<file path="config.mk">
export PLATFORM = sky130hd
export DESIGN_NAME = ps2_key_decoder
export DESIGN_NICKNAME = d
export VERILOG_FILES = /design/src/rtl/ps2_key_decoder_pkg.sv /design/src/rtl/ps2_key_decoder_fifo.sv /design/src/rtl/ps2_key_decoder.sv
export SDC_FILE = /design/constraint.sdc
export NUM_CORES = 1
export LEC_CHECK = 0
export CAP_MARGIN = 20
export CELL_PAD_IN_SITES_DETAIL_PLACEMENT = 1
export CELL_PAD_IN_SITES_GLOBAL_PLACEMENT = 2
export CORE_MARGIN = 3
export CORE_UTILIZATION = 30
export DETAILED_ROUTE_END_ITERATION = 16
export PLACE_DENSITY = 0.67
export SLEW_MARGIN = 10
export SYNTH_ARGS = -nofsm -noshare
export SYNTH_HDL_FRONTEND = slang
export SYNTH_HIERARCHICAL = 1
export SYNTH_SLANG_ARGS = --single-unit
</file>
<file path="constraint.sdc">
create_clock -name ck -period 3.35 [get_ports ck]
set_clock_uncertainty 0.15 [all_clocks]
set_input_delay 0.67 -clock ck [delete_from_list [all_inputs] [get_ports ck]]
set_output_delay 0.67 -clock ck [all_outputs]
set_load 0.005 [all_outputs]
</file>
<file path="src/rtl/ps2_key_decoder_pkg.sv">
// rtl/ps2_key_decoder_pkg.sv - shared PS/2 keycodes, frame states and event layout
package ps2_key_decoder_pkg;

    localparam logic [7:0] KC_EXTENDED = 8'hE0;
    localparam logic [7:0] KC_BREAK    = 8'hF0;

    // Keypad set-2 make codes (enter shares 0x5A and arrives behind 0xE0)
    localparam logic [7:0] KC_KP_0     = 8'h70;
    localparam logic [7:0] KC_KP_1     = 8'h69;
    localparam logic [7:0] KC_KP_2     = 8'h72;
    localparam logic [7:0] KC_KP_3     = 8'h7A;
    localparam logic [7:0] KC_KP_4     = 8'h6B;
    localparam logic [7:0] KC_KP_5     = 8'h73;
    localparam logic [7:0] KC_KP_6     = 8'h74;
    localparam logic [7:0] KC_KP_7     = 8'h6C;
    localparam logic [7:0] KC_KP_8     = 8'h75;
    localparam logic [7:0] KC_KP_9     = 8'h7D;
    localparam logic [7:0] KC_KP_DOT   = 8'h71;
    localparam logic [7:0] KC_KP_PLUS  = 8'h79;
    localparam logic [7:0] KC_KP_MINUS = 8'h7B;
    localparam logic [7:0] KC_KP_STAR  = 8'h7C;
    localparam logic [7:0] KC_KP_ENTER = 8'h5A;

    localparam int EVENT_W = 10;

    typedef enum logic [1:0] {
        ST_IDLE,
        ST_DATA,
        ST_PARITY,
        ST_STOP
    } frame_state_t;

    typedef struct packed {
        logic       extended;
        logic       brk;
        logic [7:0] code;
    } key_event_t;

endpackage

</file>
<file path="src/rtl/ps2_key_decoder_fifo.sv">
// rtl/ps2_key_decoder_fifo.sv - show-ahead event FIFO with overflow pulse
module key_fifo #(
    parameter int WIDTH = 10,
    parameter int DEPTH = 8
) (
    input  logic                     ck,
    input  logic                     reset,
    input  logic                     push,
    input  logic [WIDTH-1:0]         push_data,
    input  logic                     pop_req,
    output logic                     valid,
    output logic [WIDTH-1:0]         head_data,
    output logic [$clog2(DEPTH):0]   count,
    output logic                     overflow
);
    localparam int AW = $clog2(DEPTH);

    logic [WIDTH-1:0] mem [DEPTH];
    logic [AW-1:0]    wr_ptr;
    logic [AW-1:0]    rd_ptr;
    logic             full;
    logic             empty;
    logic             do_push;
    logic             do_pop;

    assign empty   = (count == '0);
    assign full    = (count == (AW+1)'(DEPTH));
    assign do_pop  = pop_req && !empty;
    // A pop in the same cycle frees the slot the push needs
    assign do_push = push && (!full || do_pop);

    assign valid     = !empty;
    assign head_data = empty ? '0 : mem[rd_ptr];

    always_ff @(posedge ck) begin
        if (do_push) begin
            mem[wr_ptr] <= push_data;
        end
    end

    always_ff @(posedge ck or posedge reset) begin
        if (reset) begin
            wr_ptr   <= '0;
            rd_ptr   <= '0;
            count    <= '0;
            overflow <= 1'b0;
        end else begin
            overflow <= push && full && !do_pop;
            if (do_push) begin
                wr_ptr <= wr_ptr + AW'(1);
            end
            if (do_pop) begin
                rd_ptr <= rd_ptr + AW'(1);
            end
            case ({do_push, do_pop})
                2'b10:   count <= count + (AW+1)'(1);
                2'b01:   count <= count - (AW+1)'(1);
                default: count <= count;
            endcase
        end
    end

endmodule

</file>
<file path="src/rtl/ps2_key_decoder.sv">
// rtl/ps2_key_decoder.sv - PS/2 keyboard frame receiver with make/break/extended decode
module ps2_key_decoder
    import ps2_key_decoder_pkg::*;
#(
    parameter int FILTER_LEN     = 8,
    parameter int TIMEOUT_CYCLES = 50000,
    parameter int FIFO_DEPTH     = 8
) (
    input  logic                          ck,
    input  logic                          reset,
    input  logic                          PS2C,
    input  logic                          PS2D,
    input  logic                          key_ready,
    output logic                          key_valid,
    output logic [7:0]                    key_code,
    output logic                          key_release,
    output logic                          key_extended,
    output logic [$clog2(FIFO_DEPTH):0]   fifo_count,
    output logic                          parity_err,
    output logic                          frame_err,
    output logic                          overflow
);
    localparam int FCW = $clog2(FILTER_LEN + 1);
    localparam int WDW = $clog2(TIMEOUT_CYCLES + 1);

    logic           ps2c_meta, ps2c_sync, ps2d_meta, ps2d_sync;
    logic           ps2c_filt, ps2c_filt_d;
    logic [FCW-1:0] filt_cnt;
    logic           fall;

    frame_state_t   state, state_n;
    logic [2:0]     bit_cnt, bit_cnt_n;
    logic [7:0]     shreg, shreg_n;
    logic           par_bit, par_bit_n;
    logic [WDW-1:0] wd_cnt, wd_cnt_n;
    logic           pend_ext, pend_ext_n, pend_brk, pend_brk_n;
    logic           ev_push, ev_push_n;
    key_event_t     ev_data, ev_data_n;
    logic           parity_err_n, frame_err_n;
    logic           timeout;
    key_event_t     head;

    always_ff @(posedge ck or posedge reset) begin
        if (reset) begin
            ps2c_meta   <= 1'b0;
            ps2c_sync   <= 1'b0;
            ps2d_meta   <= 1'b0;
            ps2d_sync   <= 1'b0;
            ps2c_filt   <= 1'b0;
            ps2c_filt_d <= 1'b0;
            filt_cnt    <= '0;
        end else begin
            ps2c_meta   <= PS2C;
            ps2c_sync   <= ps2c_meta;
            ps2d_meta   <= PS2D;
            ps2d_sync   <= ps2d_meta;
            ps2c_filt_d <= ps2c_filt;
            // Any sample agreeing with the filtered level restarts the run
            if (ps2c_sync == ps2c_filt) begin
                filt_cnt <= '0;
            end else if (filt_cnt == FCW'(FILTER_LEN - 1)) begin
                ps2c_filt <= ps2c_sync;
                filt_cnt  <= '0;
            end else begin
                filt_cnt <= filt_cnt + FCW'(1);
            end
        end
    end

    assign fall    = ps2c_filt_d && !ps2c_filt;
    assign timeout = (state != ST_IDLE) && !fall && (wd_cnt == WDW'(TIMEOUT_CYCLES - 1));

    always_ff @(posedge ck or posedge reset) begin
        if (reset) begin
            state      <= ST_IDLE;
            bit_cnt    <= '0;
            shreg      <= '0;
            par_bit    <= 1'b0;
            wd_cnt     <= '0;
            pend_ext   <= 1'b0;
            pend_brk   <= 1'b0;
            ev_push    <= 1'b0;
            ev_data    <= '0;
            parity_err <= 1'b0;
            frame_err  <= 1'b0;
        end else begin
            state      <= state_n;
            bit_cnt    <= bit_cnt_n;
            shreg      <= shreg_n;
            par_bit    <= par_bit_n;
            wd_cnt     <= wd_cnt_n;
            pend_ext   <= pend_ext_n;
            pend_brk   <= pend_brk_n;
            ev_push    <= ev_push_n;
            ev_data    <= ev_data_n;
            parity_err <= parity_err_n;
            frame_err  <= frame_err_n;
        end
    end

    always_comb begin
        state_n      = state;
        bit_cnt_n    = bit_cnt;
        shreg_n      = shreg;
        par_bit_n    = par_bit;
        pend_ext_n   = pend_ext;
        pend_brk_n   = pend_brk;
        ev_push_n    = 1'b0;
        ev_data_n    = ev_data;
        parity_err_n = 1'b0;
        frame_err_n  = 1'b0;
        wd_cnt_n     = (state == ST_IDLE) ? '0 : wd_cnt + WDW'(1);

        if (fall) begin
            wd_cnt_n = '0;
            case (state)
                ST_IDLE: begin
                    if (!ps2d_sync) begin
                        state_n   = ST_DATA;
                        bit_cnt_n = '0;
                    end else begin
                        frame_err_n = 1'b1;
                        pend_ext_n  = 1'b0;
                        pend_brk_n  = 1'b0;
                    end
                end
                ST_DATA: begin
                    shreg_n = {ps2d_sync, shreg[7:1]};
                    if (bit_cnt == 3'd7) begin
                        state_n = ST_PARITY;
                    end else begin
                        bit_cnt_n = bit_cnt + 3'd1;
                    end
                end
                ST_PARITY: begin
                    par_bit_n = ps2d_sync;
                    state_n   = ST_STOP;
                end
                ST_STOP: begin
                    state_n = ST_IDLE;
                    if (!ps2d_sync) begin
                        frame_err_n = 1'b1;
                        pend_ext_n  = 1'b0;
                        pend_brk_n  = 1'b0;
                    end else if (!(^{shreg, par_bit})) begin
                        parity_err_n = 1'b1;
                        pend_ext_n   = 1'b0;
                        pend_brk_n   = 1'b0;
                    end else if (shreg == KC_EXTENDED) begin
                        pend_ext_n = 1'b1;
                    end else if (shreg == KC_BREAK) begin
                        pend_brk_n = 1'b1;
                    end else begin
                        ev_push_n  = 1'b1;
                        ev_data_n  = '{extended: pend_ext, brk: pend_brk, code: shreg};
                        pend_ext_n = 1'b0;
                        pend_brk_n = 1'b0;
                    end
                end
                default: state_n = ST_IDLE;
            endcase
        end else if (timeout) begin
            state_n     = ST_IDLE;
            wd_cnt_n    = '0;
            frame_err_n = 1'b1;
            pend_ext_n  = 1'b0;
            pend_brk_n  = 1'b0;
        end
    end

    key_fifo #(
        .WIDTH (EVENT_W),
        .DEPTH (FIFO_DEPTH)
    ) u_key_fifo (
        .ck        (ck),
        .reset     (reset),
        .push      (ev_push),
        .push_data (ev_data),
        .pop_req   (key_ready),
        .valid     (key_valid),
        .head_data (head),
        .count     (fifo_count),
        .overflow  (overflow)
    );

    assign key_code     = head.code;
    assign key_release  = head.brk;
    assign key_extended = head.extended;

endmodule

</file>
# --- Word level (Yosys, flattened, before mapping) ---
# Memory sizes are Yosys's and may differ from the RTL's.
# Index checks and enable logic that the tools add are counted.
totals:
  ff_bits: 66
  mem_bits_rw: 80
  inputBits: 5
  out_inout_bits: 18
  mem_count: 1
  wordCells: 129
mem_list:
  columns: ["memory", "depth", "word_bits", "rd", "rd_ports_with_merged_regs", "wr", "line", "source"]
  rows:
  - ["u_key_fifo.mem", 8, 10, 1, 0, 1, "ps2_key_decoder_fifo.sv:18", "logic [WIDTH-1:0] mem [DEPTH];"]
op_classes:
  reduce_logical: 28
  n_addsub: 7
  n_bitwise: 3
  muxes: 46
  n_eq_ne: 20
ops:
  columns: ["cell", "n"]
  rows:
  - ["$mux W16", 3]
  - ["$mux W1", 28]
  - ["$add A16 B1 Y16 const B", 1]
  - ["$eq A16 B16 Y1 const B", 1]
  - ["$eq A8 B8 Y1 const B", 2]
  - ["$reduce_and A4 Y1", 3]
  - ["$mux W10", 1]
  - ["$add A3 B1 Y3 const B", 3]
  - ["$ne A3 B3 Y1 const B", 3]
  - ["$reduce_xor A9 Y1", 1]
  - ["$add A4 B1 Y4 const B", 2]
  - ["$mux W2", 4]
  - ["$mux W4", 2]
  - ["$pmux W2 S4", 1]
  - ["$pmux W4 S2", 1]
  - ["$reduce_bool A2 Y1", 4]
  - ["$logic_and A1 B1 Y1", 7]
  - ["$eq A2 B2 Y1 const B", 3]
  - ["$mux W3", 2]
  - ["$ne A6 B6 Y1 const B", 1]
  - ["$pmux W1 S2", 3]
  - ["$pmux W3 S2", 1]
  - ["$reduce_and A2 Y1", 3]
  - ["$reduce_and A6 Y1", 1]
  - ["other kinds (15)", 23]

# --- Logic depth before layout (Yosys ltp) ---
# Gate-level depths: netlist of the first run.
logic_depth:
  depth_word: 7
  mapped_depth: 9
  ltp_nobuf: 8

# --- Hierarchy ---
# The synthesis of the first run kept the hierarchy.
by_module_without_submodules:
  columns: ["mod", "seq_area_each_um2", "instances", "cells_per_inst", "area_per_inst_um2"]
  rows:
  - ["key_fifo", 2677.6, 1, 232, 3807.4]
  - ["ps2_key_decoder", 1376.3, 1, 220, 2544.9]

# --- Worst setup path before layout of the first run ---
# No wires, ideal clock.
synth_timing:
  kind: "input port to flip-flop"
  start: "input port key_ready"
  end: "memory u_key_fifo.mem[0][0], enable pin"
  slack_ns: 0.847
  n_path_buf: 0
  stages: 3
  t_required_ns: 2.797
  setup_time_ns: 0.403
  arrival_time_ns: 1.949
  path_cell_list: "nand2b_1 -> o21ai_4 -> nor4_1"
synth_via:
  elab_chain_len: 5
synth_rtl:
  columns: ["item", "line", "source"]
  rows:
  - ["from (decl)", "ps2_key_decoder.sv:13", "input logic key_ready,"]
  - ["$logic_and A1 B1 Y1", "ps2_key_decoder_fifo.sv:28", "assign do_pop = pop_req && !empty;"]
  - ["$logic_or A1 B1 Y1", "ps2_key_decoder_fifo.sv:30", "assign do_push = push && (!full || do_pop);"]
  - ["$logic_and A1 B1 Y1", "ps2_key_decoder_fifo.sv:30", null]
  - ["$mux W1", "ps2_key_decoder_fifo.sv:36", "if (do_push) begin"]
  - ["$mux W1 (not written as such)", "ps2_key_decoder_fifo.sv:37", "mem[wr_ptr] <= push_data;"]
  - ["to (decl)", "ps2_key_decoder_fifo.sv:18", null]
# No other way between the ends.

# --- Final worst setup path of the first run ---
layout_timing:
  start: "register u_key_fifo.rd_ptr[1]"
  end: "output port key_extended"
layout_via:
  elab_chain_len: 2
layout_rtl:
  columns: ["item", "line", "source"]
  rows:
  - ["from (decl)", "ps2_key_decoder_fifo.sv:20", "logic [AW-1:0] rd_ptr;"]
  - ["from (signal assigned)", "ps2_key_decoder_fifo.sv:53", "rd_ptr <= rd_ptr + AW'(1);"]
  - ["$mem_v2 Z8 W10", null, null]
  - ["$mux W10", "ps2_key_decoder_fifo.sv:33", "assign head_data = empty ? '0 : mem[rd_ptr];"]
  - ["to (decl)", "ps2_key_decoder.sv:17", "output logic key_extended,"]
# No other way between the ends.

==> results of run 1 <==
## per-layer routing
layer,track usage,vias to the layer above,part of all wire
li1,-,1775,-
met1,0.147,1870,0.47
met2,0.201,35,0.49
met3,0.0345,6,0.031
met4,0.0350,0,0.0088
met5,0,-,0
## placed cells by master (no fill, tap or decap), drive strengths merged, types with 7 or more instances in the layout
cell / instances
a221o: 10
nand2b: 7
edfxtp: 80
xor2: 7
nor3: 10
buf: 18
clkbuf: 17
o21ai: 8
a221oi: 11
ha: 11
nand2: 21
dfrtp: 66
mux2i: 43
nor2: 32
a21oi: 8
inv: 24
clkdlybuf4s50: 22
mux2: 20
xnor2: 18
nand3: 10
## cell usage after synthesis (2+ instances only)
| library cell | number |
|---|---|
| buf_4 | 3 |
| and2_1 | 2 |
| or2_2 | 2 |
| nor2_1 | 31 |
| inv_1 | 15 |
| buf_2 | 5 |
| a221o_1 | 10 |
| nand4b_1 | 3 |
| nand2b_1 | 7 |
| or4b_1 | 2 |
| mux2_2 | 17 |
| clkbuf_1 | 5 |
| xnor2_1 | 18 |
| nand3_1 | 10 |
| a22o_1 | 4 |
| nand4_1 | 3 |
| a21oi_1 | 8 |
| o31ai_1 | 4 |
| nor2b_1 | 5 |
| mux2_4 | 3 |
| nor4_2 | 2 |
| nor4_1 | 3 |
| a211oi_1 | 2 |
| nor3b_1 | 2 |
| o211ai_1 | 4 |
| xor2_1 | 7 |
| o2111ai_1 | 2 |
| a221oi_1 | 11 |
| dfrtp_1 | 66 |
| ha_1 | 11 |
| nor3_1 | 10 |
| mux2i_1 | 43 |
| buf_6 | 2 |
| nand2_1 | 21 |
| o21ai_0 | 7 |
| edfxtp_1 | 80 |
## state kept, by name (all words and copies together) (netlist names), 2 cells and up
name / flops
u_key_fifo/rd_ptr: 3
filt_cnt: 4
u_key_fifo/wr_ptr: 3
shreg: 8
state: 2
ev_data: 10
u_key_fifo/mem: 80
bit_cnt: 3
wd_cnt: 16
u_key_fifo/count: 4
## through the flow
step / cells / hold WS (ns) / util / area, um^2
final: 777 / 0.200 / 0.370 / 7580
after global routing: 777 / 0.210 / 0.370 / 7580
after CTS: 774 / 0.200 / 0.368 / 7530
after detailed placement: 742 / 0.186 / 0.339 / 6940
after global placement: 742 / 0.183 / 0.339 / 6940
after floorplan: 452 / 0.181 / - / 6350
## timing repair
| item | CTS | global route |
|---|---|---|
| pin swaps | 0 | 0 |
| setup buffers | 0 | 3 |
| gates resized for setup | 2 | 4 |
| hold buffers | 0 | 0 |
| endpoints found under the setup margin | 10 | 6 |
## critical path: stages (launching register included)
cell             delay (ns)
dfrtp_4                0.51
buf_6                  0.18
mux2i_1                0.14
a221o_1                0.38
a221oi_1               0.22
clkdlybuf4s50_1        0.54
## power by group
group / leakage (nW) / total, W / switching [W] / internal [W]
combinational: 1.05 / 0.00155 / 0.000766 / 0.000787
sequential: 1.69 / 0.00211 / 0.000119 / 0.00199
clock: 0.281 / 0.00184 / 0.000840 / 0.000996
## cell families (layout without fill, tap and decap cells)
family	Yosys count	after routing
buf+inv	33	88
flops	146	146
fa+ha+maj	11	11
simple gates	111	111
xor+xnor	27	27
mux	63	63
compound gates	61	61
## worst max-delay path by stage
| stage | endpoint | depth (start not counted) | start |
|---|---|---|---|
| floorplan | u_key_fifo/mem[0][0]$_DFFE_PP_ | 3 | key_ready |
| global placement | key_code[3] | 4 | u_key_fifo/rd_ptr[1]$_DFFE_PP0N_ |
| detailed placement | key_code[0] | 4 | u_key_fifo/rd_ptr[1]$_DFFE_PP0N_ |
| CTS | key_code[0] | 4 | u_key_fifo/rd_ptr[1]$_DFFE_PP0N_ |
| global route | key_code[6] | 5 | u_key_fifo/rd_ptr[1]$_DFFE_PP0N_ |
| finish | key_extended | 5 | u_key_fifo/rd_ptr[1]$_DFFE_PP0N_ |
## area by class of cell
type                            count  area [um^2]
Clock inverter                     15          161
Inverter                           16         62.6
Multi-Input combinational cell    273         2150
Clock buffer                       17          425
Sequential cell                   146         4060
Timing Repair Buffer               40          388
Fill cell                        2171        12900
Tap cell                          270          338
==> results.ini, run 1 <==
[final_layout]
final_nets = 510
drive_above_1_share = 0.168
area_growth_syn_to_layout_pct = 19.4
n_antenna_cell = 0

[timing]
min_period_ns = 3.21
fin_crit_sh = 0.957
setup_tns_ns = 0
setup_ws_ns = 0.145
worst_slew_margin_rel = 0.450
hold_viol = 0
rsz0062_at_grt = false
report.final.setup_viol = 0
tightest_slew_ns = 0.822
fmax_mhz = 312
slew_violations = 0

[pwr]
power.leakage_nw = 3.02
cellPowerDensity_mw_per_mm2 = 725
power_w = 0.00550
irDropWorstVdd_uv = 355

[synth]
yosysTopAreaCell = edfxtp_1
synth-compound-area-share = 0.0756
synthMuxAreaShare = 0.105
ys_warn_count = 6
synth_seq_cells = 146
synth_top_family_by_area = multiplexers
async_flop_share = 0.452
synth_xor_area_frac = 0.0418
synth_top_flop_cell = edfxtp_1
synthAdderAreaFrac = 0.0217
netlist.area_leader.share = 0.378
synthTopCellsByArea = edfxtp_1, dfrtp_1, mux2i_1, mux2_2, xnor2_1
syn_area_per_cell_um2 = 14.1
synth_nets = 468
syn_area_mm2 = 0.00635
synth_simple_gate_area_frac = 0.0920
seq_area_frac_synth = 0.638
synthCells = 452
yosysUniqueCellTypes = 58
synth-edff-count = 80

[route]
vias_per_cell = 4.74
wire_per_inst_um = 16.1
vias = 3686
drtIter0Drc = 154
drt_pass1_iterations = 4
drc = 0
routed_wl_mm = 12.5
antenna_left = 0

[die]
top_level_ports = 23
initial_utilization = 0.310
die_w_um = 152
num_rows = 52
dieArea_mm2 = 0.0230
core_mm2 = 0.0205
die_h_um = 152

[clocking]
cts_tree = done
cts.clk_slew.worst_paths_ns = 0.06
cts_buffers = 17
htree_levels = 4
cts-root-buf = clkbuf_16
clock_latency_ns = 0.42
clockBufferDepth = 2
cts_sinks = 146

[critical_path]
cp.arrival_ns = 2.39
worstReg2RegStart = u_key_fifo/count[2]$_DFFE_PP0P_
r2r_setup_slack_ns = 0.45
rr_endpoint = u_key_fifo/count[2]$_DFFE_PP0P_
startpoint_type = flop
worst-path-max-fanout = 11
cp-end-kind = output pin
critPathKind = reg -> out
worst_r2r_path_depth = 9
worst_ep_required_time_ns = 2.53

[placement]
place_ws_ns = 0.223
portBuffers = 22
gp_congestion = 0.742
dp_hpwl_mm = 8.63

[worst_hold_path]
hold_class = reg -> reg
worstHoldEndpoint = ps2d_sync$_DFF_PP0_
min_from = ps2d_meta$_DFF_PP0_
min_path_cells = 0

[grt]
track_usage = 0.118
grt_overflow = 0
antenna_found_initial = 0
grt_pass1_vias = 4051
grt_pass1_wl_mm = 21.0
grt_max_degree = 30

[outcome]
status = finished clean

[flow_run]
cap_violations = 0

No activity file was read; power rests on OpenSTA's default activity.
==> run 2: changes to the inputs <==
--- a/config.mk
+++ b/config.mk
@@ -8,7 +8,7 @@
 export CAP_MARGIN = 20
 export CELL_PAD_IN_SITES_DETAIL_PLACEMENT = 1
 export CELL_PAD_IN_SITES_GLOBAL_PLACEMENT = 2
-export CORE_MARGIN = 3
+export CORE_MARGIN = 4
 export CORE_UTILIZATION = 30
 export DETAILED_ROUTE_END_ITERATION = 16
 export PLACE_DENSITY = 0.67
==> results.ini, run 2 (same netlist as run 1, synthesis figures left out) <==
[die]
core_mm2 = 0.0206  ; +0.32%
die_w_um = 154  ; +1.3%
top_level_ports = 23  ; unchanged
dieArea_mm2 = 0.0236  ; +2.7%
die_h_um = 154  ; +1.3%
initial_utilization = 0.309  ; -0.000981
num_rows = 52  ; unchanged

[final_layout]
area_growth_syn_to_layout_pct = 19.4  ; about the same
final_cell_mix = edfxtp_1, dfrtp_1, mux2i_1
regMostFlops = u_key_fifo/mem
drive_above_1_share = 0.161  ; -0.00655
post-route-util = 0.369  ; -0.00111
n_antenna_cell = 0  ; unchanged
largest_reg_flops = 80  ; unchanged
final_common_cell = edfxtp_1
final_nets = 512  ; +0.39%
largestRegisters = u_key_fifo/mem (80), wd_cnt (16), ev_data (10)

[route]
wire_per_inst_um = 15.9  ; -1.7%
vias_per_cell = 4.81  ; +1.4%
antenna_left = 0  ; unchanged
drc = 0  ; unchanged
routed_wl_mm = 12.4  ; -1.4%
drt_pass1_iterations = 4  ; unchanged
drtIter0Drc = 143  ; -7.1%
vias = 3748  ; +1.7%

[timing]
fmax_mhz = 309  ; -0.85%
hold_viol = 0  ; unchanged
min_period_ns = 3.23  ; +0.0276 ns
report.final.setup_viol = 0  ; unchanged
rsz0062_at_grt = false
tightest_slew_ns = 0.519  ; -0.303 ns
slew_violations = 0  ; unchanged
setup_tns_ns = 0  ; unchanged
fin_crit_sh = 0.965  ; +0.00825
worst_slew_margin_rel = 0.649  ; +0.199

[worst_hold_path]
min_path_cells = 0  ; unchanged
hold_class = reg -> reg

[pwr]
power.leakage_nw = 3.04  ; +0.61%
irDropWorstVdd_uv = 423  ; +19%
cellPowerDensity_mw_per_mm2 = 726  ; about the same

[grt]
track_usage = 0.112  ; -0.00631
antenna_found_initial = 0  ; unchanged
grt_pass1_wl_mm = 21.2  ; +0.59%
grt_pass1_vias = 4051  ; unchanged
grt_max_degree = 56  ; +87%
grt_overflow = 0  ; unchanged

[outcome]
status = finished clean

[critical_path]
worst_r2r_path_depth = 9  ; unchanged
worst-path-max-fanout = 19  ; +8
cp-end-kind = output pin
cp.arrival_ns = 2.41  ; +0.02 ns
startpoint_type = flop
critPathKind = reg -> out
worst_ep_required_time_ns = 2.53  ; about the same

[placement]
gp_congestion = 0.726  ; -2.2%
portBuffers = 22  ; unchanged
dp_hpwl_mm = 8.52  ; -1.3%

[clocking]
cts.clk_slew.worst_paths_ns = 0.07  ; about the same
cts_buffers = 17  ; unchanged
cts_sinks = 146  ; unchanged
clockBufferDepth = 2  ; unchanged
cts_tree = done
cts-hold-fix-buffers = 0  ; unchanged
clock_latency_ns = 0.42  ; about the same
cts-root-buf = clkbuf_16
htree_levels = 4  ; unchanged

[flow_run]
cap_violations = 0  ; unchanged

[run 2: changes by cell type in the layout (fill, tap and decap cells not counted), moves of 2 or more]
cell        change
buf_6           -2
clkinvlp_4      -2
clkinv_4        +2
clkinv_8        -2
dfrtp_1         +2
buf_4           +4
[run 2: power by group]
part	internal [W]	switching, W
Sequential	0.00199	0.000130
Clock	0.00106	0.000810
Combinational	0.000791	0.000725
[run 2: worst max-delay path, cell delays in order (launching register included)]
cell	delay, ns
dfrtp_2	0.45
buf_12	0.18
mux2i_1	0.13
a221o_1	0.35
a221oi_1	0.30
clkdlybuf4s50_1	0.57
[run 2: cell type report]
class                           count  area (um^2)
Inverter                           16         62.6
Clock inverter                     15          168
Fill cell                        2169        13000
Clock buffer                       17          425
Timing Repair Buffer               42          395
Multi-Input combinational cell    273         2140
Sequential cell                   146         4060
Tap cell                          270          338
[run 2: worst paths after layout]
path | startpoint | to | slack (ns)
worst max-delay path | u_key_fifo/rd_ptr[1]$_DFFE_PP0N_ | key_code[5] | 0.12
worst min-delay path | ps2c_meta$_DFF_PP0_ | ps2c_sync$_DFF_PP0_ | 0.20
worst max register to register | u_key_fifo/count[1]$_DFFE_PP0P_ | u_key_fifo/count[2]$_DFFE_PP0P_ | 0.57
worst min register to register | ps2c_meta$_DFF_PP0_ | ps2c_sync$_DFF_PP0_ | 0.20
max in group asynchronous | reset | u_key_fifo/rd_ptr[1]$_DFFE_PP0N_ | 2.26
min in group asynchronous | reset | u_key_fifo/count[3]$_DFFE_PP0P_ | 0.45
[run 2: timing repair]
item	CTS	global route
buffers inserted	0	3
setup endpoints to repair	0	8
gates resized for setup	0	0
[run 2: metrics by stage]
step | hold slack, ns | std cells | area [um^2] | worst slack [ns] | power, W
4_1_cts | 0.201 | 776 | 7560 | 0.000564 | 0.00557
3_3_place_gp | 0.183 | 744 | 6970 | 0.517 | 0.00363
5_1_grt | 0.221 | 779 | 7580 | 0.00918 | 0.00584
2_1_floorplan | 0.181 | 452 | 6350 | 0.847 | 0.00312
3_5_place_dp | 0.186 | 744 | 6970 | 0.460 | 0.00367
6_report | 0.199 | 779 | 7580 | 0.117 | 0.00550
[run 2: per-layer routing]
layer | GRT usage | vias up | wire, um
li1 | - | 1791 | -
met1 | 0.140 | 1908 | 5660
met2 | 0.188 | 36 | 6240
met3 | 0.0281 | 13 | 273
met4 | 0.0416 | 0 | 185
met5 | 0 | - | 0
